**src/rtl/jt89_regs.sv**
```systemverilog
// jt89_regs: CPU write decoder and register file for the SN76489-compatible PSG.
// Turns latch/data bytes into tone periods, attenuations and noise control.
// Also produces the noise LFSR clear pulse and the READY handshake.
module jt89_regs #(
  parameter int BUSY_CNT = 32,
  parameter int CW       = 6
) (
  input  logic       clk,
  input  logic       rst_n,
  input  logic       clk_en,
  input  logic       cs_n,
  input  logic       wr_n,
  input  logic [7:0] din,
  output logic       ready,
  output logic [9:0] tone0,
  output logic [9:0] tone1,
  output logic [9:0] tone2,
  output logic [3:0] vol0,
  output logic [3:0] vol1,
  output logic [3:0] vol2,
  output logic [3:0] vol3,
  output logic [2:0] ctrl3,
  output logic       clr
);

  logic [9:0]    tone_q [3];
  logic [9:0]    tone_d [3];
  logic [3:0]    vol_q  [4];
  logic [3:0]    vol_d  [4];
  logic [2:0]    ctrl3_q, ctrl3_d;
  logic [1:0]    ch_q, ch_d;
  logic          type_q, type_d;
  logic          clr_q, clr_d;
  logic          ready_q, ready_d;
  logic [CW-1:0] cnt_q, cnt_d;
  logic          wr_l_q;

  logic          wr_evt;
  logic [1:0]    sel_ch;
  logic          sel_type;

  // A write is the first clk that sees wr_n low after it was high; a held strobe
  // or a strobe that fell with cs_n high never becomes an event later.
  assign wr_evt   = wr_l_q & ~wr_n & ~cs_n & ready_q;
  assign sel_ch   = din[7] ? din[6:5] : ch_q;
  assign sel_type = din[7] ? din[4]   : type_q;

  // Next-state decode of the write byte and the busy countdown.
  always_comb begin
    tone_d  = tone_q;
    vol_d   = vol_q;
    ctrl3_d = ctrl3_q;
    ch_d    = ch_q;
    type_d  = type_q;
    clr_d   = 1'b0;
    ready_d = ready_q;
    cnt_d   = cnt_q;
    if (wr_evt) begin
      if (din[7]) begin
        ch_d   = din[6:5];
        type_d = din[4];
      end
      if (sel_type) begin
        vol_d[sel_ch] = din[3:0];
      end else if (sel_ch == 2'd3) begin
        ctrl3_d = din[2:0];
        clr_d   = 1'b1;
      end else begin
        for (int k = 0; k < 3; k++) begin
          if (sel_ch == 2'(k)) begin
            // Latch byte carries the low nibble, data byte the upper six bits.
            if (din[7]) tone_d[k][3:0] = din[3:0];
            else        tone_d[k][9:4] = din[5:0];
          end
        end
      end
      if (BUSY_CNT > 0) begin
        ready_d = 1'b0;
        cnt_d   = CW'(BUSY_CNT);
      end
    end else if (!ready_q && clk_en) begin
      // READY rises on the same tick that takes the counter to zero.
      cnt_d = cnt_q - 1'b1;
      if (cnt_q == CW'(1)) ready_d = 1'b1;
    end
  end

  // State registers with synchronous active-low reset.
  always_ff @(posedge clk) begin
    if (!rst_n) begin
      tone_q  <= '{default: '0};
      vol_q   <= '{default: 4'hF};
      ctrl3_q <= '0;
      ch_q    <= '0;
      type_q  <= 1'b0;
      clr_q   <= 1'b0;
      ready_q <= 1'b1;
      cnt_q   <= '0;
      wr_l_q  <= 1'b1;
    end else begin
      tone_q  <= tone_d;
      vol_q   <= vol_d;
      ctrl3_q <= ctrl3_d;
      ch_q    <= ch_d;
      type_q  <= type_d;
      clr_q   <= clr_d;
      ready_q <= ready_d;
      cnt_q   <= cnt_d;
      wr_l_q  <= wr_n;
    end
  end

  assign ready = ready_q;
  assign tone0 = tone_q[0];
  assign tone1 = tone_q[1];
  assign tone2 = tone_q[2];
  assign vol0  = vol_q[0];
  assign vol1  = vol_q[1];
  assign vol2  = vol_q[2];
  assign vol3  = vol_q[3];
  assign ctrl3 = ctrl3_q;
  assign clr   = clr_q;

endmodule

```
**config.mk**
```make
export PLATFORM = sky130hd
export DESIGN_NAME = jt89_regs
export DESIGN_NICKNAME = d
export VERILOG_FILES = /design/src/rtl/jt89_regs.sv
export SDC_FILE = /design/constraint.sdc
export NUM_CORES = 1
export LEC_CHECK = 0
export BUFFER_PORTS_ARGS = -buffer_cell sky130_fd_sc_hd__buf_2
export CORE_MARGIN = 5
export CORE_UTILIZATION = 30
export DETAILED_ROUTE_END_ITERATION = 10
export SLEW_MARGIN = 20
export SYNTH_ARGS = -nofsm -noshare
export SYNTH_HDL_FRONTEND = slang
export SYNTH_SLANG_ARGS = --single-unit
```
**constraint.sdc**
```tcl
create_clock -name clk -period 1.77 [get_ports clk]
set_clock_uncertainty 0.15 [all_clocks]
set_input_delay 0 -clock clk [delete_from_list [all_inputs] [get_ports clk]]
set_output_delay 0 -clock clk [all_outputs]
set_load 0.01 [all_outputs]
```
==> results of run 1 <==
what timing repair did:
item                                    CTS  global route
endpoints found under the setup margin    0            15
hold buffers                             12             0
setup buffers                             0             2
resized for setup                         0             4
hold endpoints to repair                 35             0
layer usage:
layer | part of all wire, % | global-route usage, % | up-vias
met3 | 6.4 | 4.34 | 11
met1 | 48 | 16.9 | 957
met5 | 0 | 0 | -
met2 | 44 | 18.2 | 54
li1 | - | - | 998
met4 | 1.8 | 3.68 | 0
state kept, by name, indices dropped and copies added, names as in the netlist:
name and cells:
tone2 10, ctrl3 3, cnt_q 6, clr 1, vol0 4, tone1 10, vol3 4, ch_q 2
ready 1, vol1 4, tone0 10, type_q 1, vol2 4, wr_l_q 1
stage by stage:
step,total power [mW],cells
3_3_place_gp,1.65,404
2_1_floorplan,1.58,242
5_1_grt,3.16,434
6_report,3.05,434
3_5_place_dp,1.65,404
4_1_cts,3.08,432
critical path, delay by kind of cell:
| family | cells | cell delay, ns |
|---|---|---|
| compound gates | 1 | 0.24 |
| buf+inv | 3 | 0.96 |
| simple gates | 1 | 0.42 |
| mux | 1 | 0.20 |
worst max path at each step:
| stage | cells past startpoint | slack [ns] | endpoint |
|---|---|---|---|
| floorplan | 3 | 0.18 | ctrl3[0] |
| global placement | 3 | 0.09 | vol0[0] |
| detailed placement | 3 | 0.06 | vol0[3] |
| CTS | 5 | 0.0004 | vol0[3] |
| global route | 5 | 0.008 | ctrl3[1] |
| finish | 6 | 0.06 | vol0[3] |
power breakdown:
part / internal (mW) / switching, mW
registers: 1.40 / 0.0194
clock network: 0.866 / 0.534
logic: 0.0992 / 0.131
cells in the final DEF, fill, tap and decap left out, drive strengths merged, types with 4 or more instances in the layout:
master / count
nand3: 5
nand2: 41
buf: 67
mux2i: 51
clkbuf: 13
dfxtp: 61
nor2: 4
o21ai: 4
nand3b: 4
nor2b: 21
dlygate4sd3: 12
inv: 4
cell type report:
class                           instances  area share, %
Multi-Input combinational cell        168           37.8
Timing Repair Buffer                   80           14.3
Clock inverter                          4           2.11
Sequential cell                        61           36.7
Inverter                                4          0.451
Tap cell                              105           3.95
Clock buffer                           12           4.67
synth_stat cells, drive strengths merged:
cell type | instances | area [um2]
dfxtp | 61 | 1220
mux2i | 51 | 518
nand2 | 41 | 154
nor2b | 21 | 131
clkbuf | 7 | 26.3
nand3 | 5 | 35.0
inv | 4 | 15.0
nand3b | 4 | 30.0
nor2 | 4 | 15.0
o21ai | 4 | 20.0
a211oi | 3 | 40.0
a21oi | 3 | 15.0
nor3 | 3 | 20.0
o211ai | 3 | 22.5
buf | 2 | 16.3
ha | 2 | 25.0
mux2 | 2 | 22.5
or3 | 2 | 12.5
or3b | 2 | 20.0
a211o | 1 | 8.76
a21boi | 1 | 7.51
a41oi | 1 | 8.76
and2 | 1 | 6.26
and3 | 1 | 6.26
and3b | 1 | 8.76
and4bb | 1 | 12.5
nand2b | 1 | 6.26
nand4 | 1 | 12.5
nand4bb | 1 | 11.3
nor3b | 1 | 7.51
o211a | 1 | 10.0
o311a | 1 | 10.0
o31ai | 1 | 7.51
or4 | 1 | 7.51
or4b | 1 | 10.0
xnor2 | 1 | 8.76
xor2 | 1 | 8.76
logic make-up (layout without fill, tap and decap cells):
| group | after synthesis | after routing | synth area share [%] |
|---|---|---|---|
| xor+xnor | 2 | 2 | 0.696 |
| flops | 61 | 61 | 48.5 |
| mux | 53 | 53 | 21.5 |
| buf+inv | 13 | 100 | 2.28 |
| fa+ha+maj | 2 | 2 | 0.993 |
| simple gates | 92 | 92 | 20.1 |
| compound gates | 19 | 19 | 5.96 |
==> metrics, run 1 <==
initial antenna violation count 0; part of the cycle the worst path needs 96.8%; number of global-route vias before repair 1,918; post-route antenna net violation count 0; syn nets 257; Routed wire per std cell 14.1 um; Filler Cell Count 827; Die Y 102 um; max-slew violations 0; power per standard cell area 916 mW/mm2; starting density of the core 30.7%; vias post-DR 2,020; CP endpoint kind register; Area Overhead vs Synth 32.0%; Crit path required time 1.88 ns; CP Cell Sequence dlygate4sd3_1 -> clkbuf_4 -> or3b_4 -> a211oi_4 -> buf_4 -> mux2i_1; Reg2Reg Setup Slack 0.10 ns; Post-Synthesis Cells 242; Placement Setup Slack 0.0575 ns; sequential fraction of the synthesis area 48.5%; Rows 33; Largest stage delay, worst path 0.55 ns; Final Cell Area 0.00333 mm2; Max VDD drop 0.335 mV; Final setup viols 0; Final Util 40.5%; Reg-to-Reg End vol0[3]; DR iter-0 viols 95; Ys Warns 0; insertion delay to the later sink of the worst-skew pair 0.34 ns; placed wire-length estimate 4410 um; RSZ-0062 raised after global routing no; final setup TNS 0 ns; worst hold path startpoint cs_n; register area 0.00122 mm2; IO Pins 64; vias per cell 4.65; Cell Area, Placed 0.00295 mm2; cts bufs inserted 9; Diodes inserted 0; largest net degree at the start of global routing 31; HP Class in -> reg; die width 102 um; Worst slew margin 65.2%; FF-to-FF path depth 4; drt first pass iters 4; die footprint 0.0103 mm2; Final nets 339; setup ws final 0.0571 ns; first-pass GRT wire length 9900 um; CTS tree built; Distinct cells, synth 44; Routed WL 6130 um; final hold slack 0.0476 ns; fin crit period 1.71 ns; #FFs+latches synth 61; synthesized area per cell 10.4 um2; CP Max Fanout 16; Worst Max-Slew Pin Slew 0.519 ns; slowest CP cell dlygate4sd3_1; crit path launch din[7]; H-Tree Depth 3; Max Root-Sink Buffers 2; max-cap violations 0; TritonCTS sink count 61; Hold Path Stages 3; CORE AREA 0.00822 mm2; Multi-input gate area 0.00126 mm2; GRT overflow 0; Residual DRC 0; CP Launch Type input pin; worst hold endpoint ch_q[0]; worst r2r src type_q; critical path class in -> reg; share of layout cells above drive strength 1 28.9%; Arr. time, crit path 1.82 ns; status finished, final reports clean; I/O Buffers 63; Final Hold Viols 0; total track usage 12.3%; Worst-path clk slew 0.07 ns; root buf cell clkbuf_8; post-synthesis cell area 0.00252 mm2; GPL Wtd Cong 0.761; Static Leakage 1.57 nW; fmax 584 MHz
Power figures use the tool's default switching activity.
==> run 2: changes to the inputs <==
- PLACE_DENSITY_LB_ADDON: not set -> 0.1
- SKIP_CTS_REPAIR_TIMING: not set -> 1
==> metrics, run 2 (synthesized netlist as in run 1, its figures left out) <==
status finished, final reports clean; fin crit period 1.67 ns; Max Root-Sink Buffers 2; share of layout cells above drive strength 1 29.0%; CTS tree built; Static Leakage 1.55 nW; Routed WL 6260 um; vias post-DR 1,993; GPL Wtd Cong 0.738; H-Tree Depth 3; RSZ-0062 raised after global routing no; Worst-path clk slew 0.07 ns; Final nets 338; TritonCTS sink count 61; HP Class in -> reg; Die Y 102 um; GRT overflow 0; total track usage 12.6%; worst r2r src type_q; fmax 598 MHz; vias per cell 4.60; Worst slew margin 60.4%; CP endpoint kind register; post-route antenna net violation count 0; DR iter-0 viols 87; final setup TNS 0 ns; crit path launch type_q; IO Pins 64; Final setup viols 0; cts bufs inserted 9; Area Overhead vs Synth 30.0%; first-pass GRT wire length 9940 um; CP Max Fanout 6; placed wire-length estimate 4450 um; max-cap violations 0; I/O Buffers 63; Final Hold Viols 0; root buf cell clkbuf_8; commonest non-fill, non-tap cell in the layout buf_2; Crit path required time 1.83 ns; Residual DRC 0; insertion delay to the later sink of the worst-skew pair 0.34 ns; Arr. time, crit path 1.73 ns; FF-to-FF path depth 3; number of global-route vias before repair 1,952; initial antenna violation count 0; worst hold path startpoint din[6]; max-slew violations 0; total power 2.98 mW; Diodes inserted 0; die width 102 um; most frequent cells in the layout buf_2, dfxtp_1, mux2i_1, nand2_1, nor2b_1; Rows 33; Routed wire per std cell 14.5 um; starting density of the core 30.7%; part of the cycle the worst path needs 94.5%; Hold Path Stages 4; drt first pass iters 4; CORE AREA 0.00822 mm2; largest net degree at the start of global routing 24; critical path class reg -> reg; power per standard cell area 909 mW/mm2; Worst Max-Slew Pin Slew 0.592 ns; Max VDD drop 0.330 mV; CP Launch Type register; die footprint 0.0103 mm2
[run 2: final timing paths]
path | slack, ns | to
worst max-delay path | 0.1 | vol1[3]
worst min-delay path | 0.004 | ch_q[1]
worst max register to register | 0.1 | vol1[3]
worst min register to register | 0.31 | tone1[2]
[run 2: critical path: stages (launching register included)]
cell and delay, ns:
dfxtp_1 0.41, or3b_4 0.42, a211o_1 0.40, mux2i_1 0.15
[run 2: layout make-up]
| class | count | area [um2] |
|---|---|---|
| Clock buffer | 11 | 131 |
| Clock inverter | 5 | 75.1 |
| Fill cell | 853 | 4940 |
| Inverter | 4 | 15.0 |
| Multi-Input combinational cell | 168 | 1240 |
| Sequential cell | 61 | 1220 |
| Tap cell | 105 | 131 |
| Timing Repair Buffer | 79 | 460 |
[run 2: metrics by stage]
| step | util [%] | instance area [um2] | setup WS, ns | cells | hold WS (ns) |
|---|---|---|---|---|---|
| floorplan | - | 2520 | 0.184 | 242 | -0.0485 |
| global placement | 36.1 | 2970 | 0.131 | 407 | 0.0760 |
| finish | 39.9 | 3270 | 0.0981 | 433 | 0.00351 |
| global route | 39.9 | 3270 | 0.00696 | 433 | 0.00279 |
| CTS | 38.6 | 3170 | 0.101 | 423 | -0.283 |
| detailed placement | 36.1 | 2970 | 0.108 | 407 | 0.0735 |
[run 2: layer usage]
metal	share of wire (%)	GRT usage (%)
met1	50	17.4
met4	1.6	5.52
met3	5.9	4.34
met5	0	0
met2	43	17.6
[run 2: power breakdown]
part	internal, mW	switching (mW)
Sequential	1.40	0.0189
Combinational	0.0971	0.130
Clock	0.787	0.548
==> run 3: changes to the inputs <==
- CORE_ASPECT_RATIO: not set -> 1.5
- PLACE_DENSITY: not set -> 0.54
- PLACE_DENSITY_LB_ADDON: 0.1 -> not set
==> metrics, run 3 (synthesized netlist as in run 1, its figures left out) <==
Hold Path Stages 4; Final Util 40.6%; status finished, final reports clean; GRT overflow 0; share of layout cells above drive strength 1 28.3%; die footprint 0.0104 mm2; share of power burned in registers 41.7%; Crit path buffers/inverters 0; Worst Max-Slew Pin Slew 0.554 ns; Residual DRC 0; vias post-DR 2,000; DR iter-0 viols 73; CORE AREA 0.00831 mm2; CP Cell Sequence or3b_4 -> a211oi_4 -> mux2i_1; I/O Buffers 63; die width 84.8 um; power per standard cell area 1010 mW/mm2; CP Max Fanout 6; Final Cell Area 0.00338 mm2; switching power 720 uW; critical path class reg -> reg; Crit path required time 1.87 ns; total power 3.40 mW; M1 GR Usage 14.9%; Die Y 122 um; Cell Area, Placed 0.00296 mm2; CP endpoint kind register; initial antenna violation count 0; number of global-route vias before repair 1,973; Largest stage delay, worst path 0.42 ns; GPL Wtd Cong 0.759; Final setup viols 0; FF-to-FF path depth 3; Final Hold Viols 0; combinational share of power 6.7%; fin crit period 1.66 ns; internal power 2.69 mW; Area Overhead vs Synth 34.1%; insertion delay to the later sink of the worst-skew pair 0.32 ns; fmax 602 MHz; Max VDD drop 0.467 mV; Routed wire per std cell 14.7 um; Routed WL 6340 um; HP Class in -> reg; first-pass GRT wire length 10,200 um; max-slew violations 0; cts bufs inserted 9; largest net degree at the start of global routing 27; IO Pins 64; final hold slack 0.0177 ns; most frequent cells in the layout buf_2, dfxtp_1, mux2i_1, nand2_1, nor2b_1; H-Tree Depth 3; part of the cycle the worst path needs 93.8%; Diodes inserted 0; post-route antenna net violation count 0; RSZ-0062 raised after global routing no; vias per cell 4.63; met2 usage 21.4%; max-cap violations 0; Worst-path clk slew 0.05 ns; starting density of the core 30.3%; family with the most delay on the worst path simple AND/OR/NAND/NOR gates; drt first pass iters 4; CP Launch Type register; GR Util met3 2.89%; Switching Share 21.1%; Clock Power Share 51.6%; CTS tree built; total track usage 13.0%; final setup TNS 0 ns; Worst slew margin 62.9%; placed wire-length estimate 4630 um; Final nets 337; most crowded layer after global routing met2; root buf cell clkbuf_16; Arr. time, crit path 1.76 ns; CP Depth 3; Rows 41; Max Root-Sink Buffers 2; commonest non-fill, non-tap cell in the layout buf_2; Static Leakage 1.58 nW; slowest CP cell or3b_4; TritonCTS sink count 61
## run 3: tightest hold or removal path: stages
cell and delay, ns:
buf_2 0.13, mux2i_2 0.12, nand2_1 0.08, o211a_1 0.13
## run 3: layout make-up
| type | count | area [um2] |
|---|---|---|
| repair buffers | 78 | 455 |
| clock buffers | 13 | 270 |
| flip-flops and latches | 61 | 1220 |
| clock inverters | 1 | 30.0 |
| multi-input cells | 168 | 1250 |
| fillers | 862 | 4930 |
| inverters | 4 | 15.0 |
| well taps | 107 | 134 |
## run 3: path summary, 6_finish.rpt
check                   to  slack [ns]     start
setup reg to reg   vol0[2]        0.11    type_q
setup / recovery   vol0[2]        0.11    type_q
hold / removal     ch_q[1]        0.02    din[6]
hold reg to reg   ctrl3[0]        0.30  ctrl3[0]
## run 3: per-stage QoR
step	instances	setup slack (ns)
floorplan	242	0.184
global placement	407	0.110
global route	432	0.0138
CTS	421	0.0722
detailed placement	407	0.0878
finish	432	0.110
## run 3: routing by layer
metal	vias to the layer above	part of all wire, %
li1	999	-
met1	943	43
met2	43	49
met3	15	4.2
met4	0	3.3
met5	-	0
## run 3: power groups by stage
stage          sequential, mW  clock, mW  combinational (mW)
2_1_floorplan            1.45          0               0.131
3_3_place_gp             1.45          0               0.206
3_5_place_dp             1.45          0               0.209
4_1_cts                  1.42       1.80               0.210
5_1_grt                  1.42       1.86               0.252
6_report                 1.42       1.76               0.229
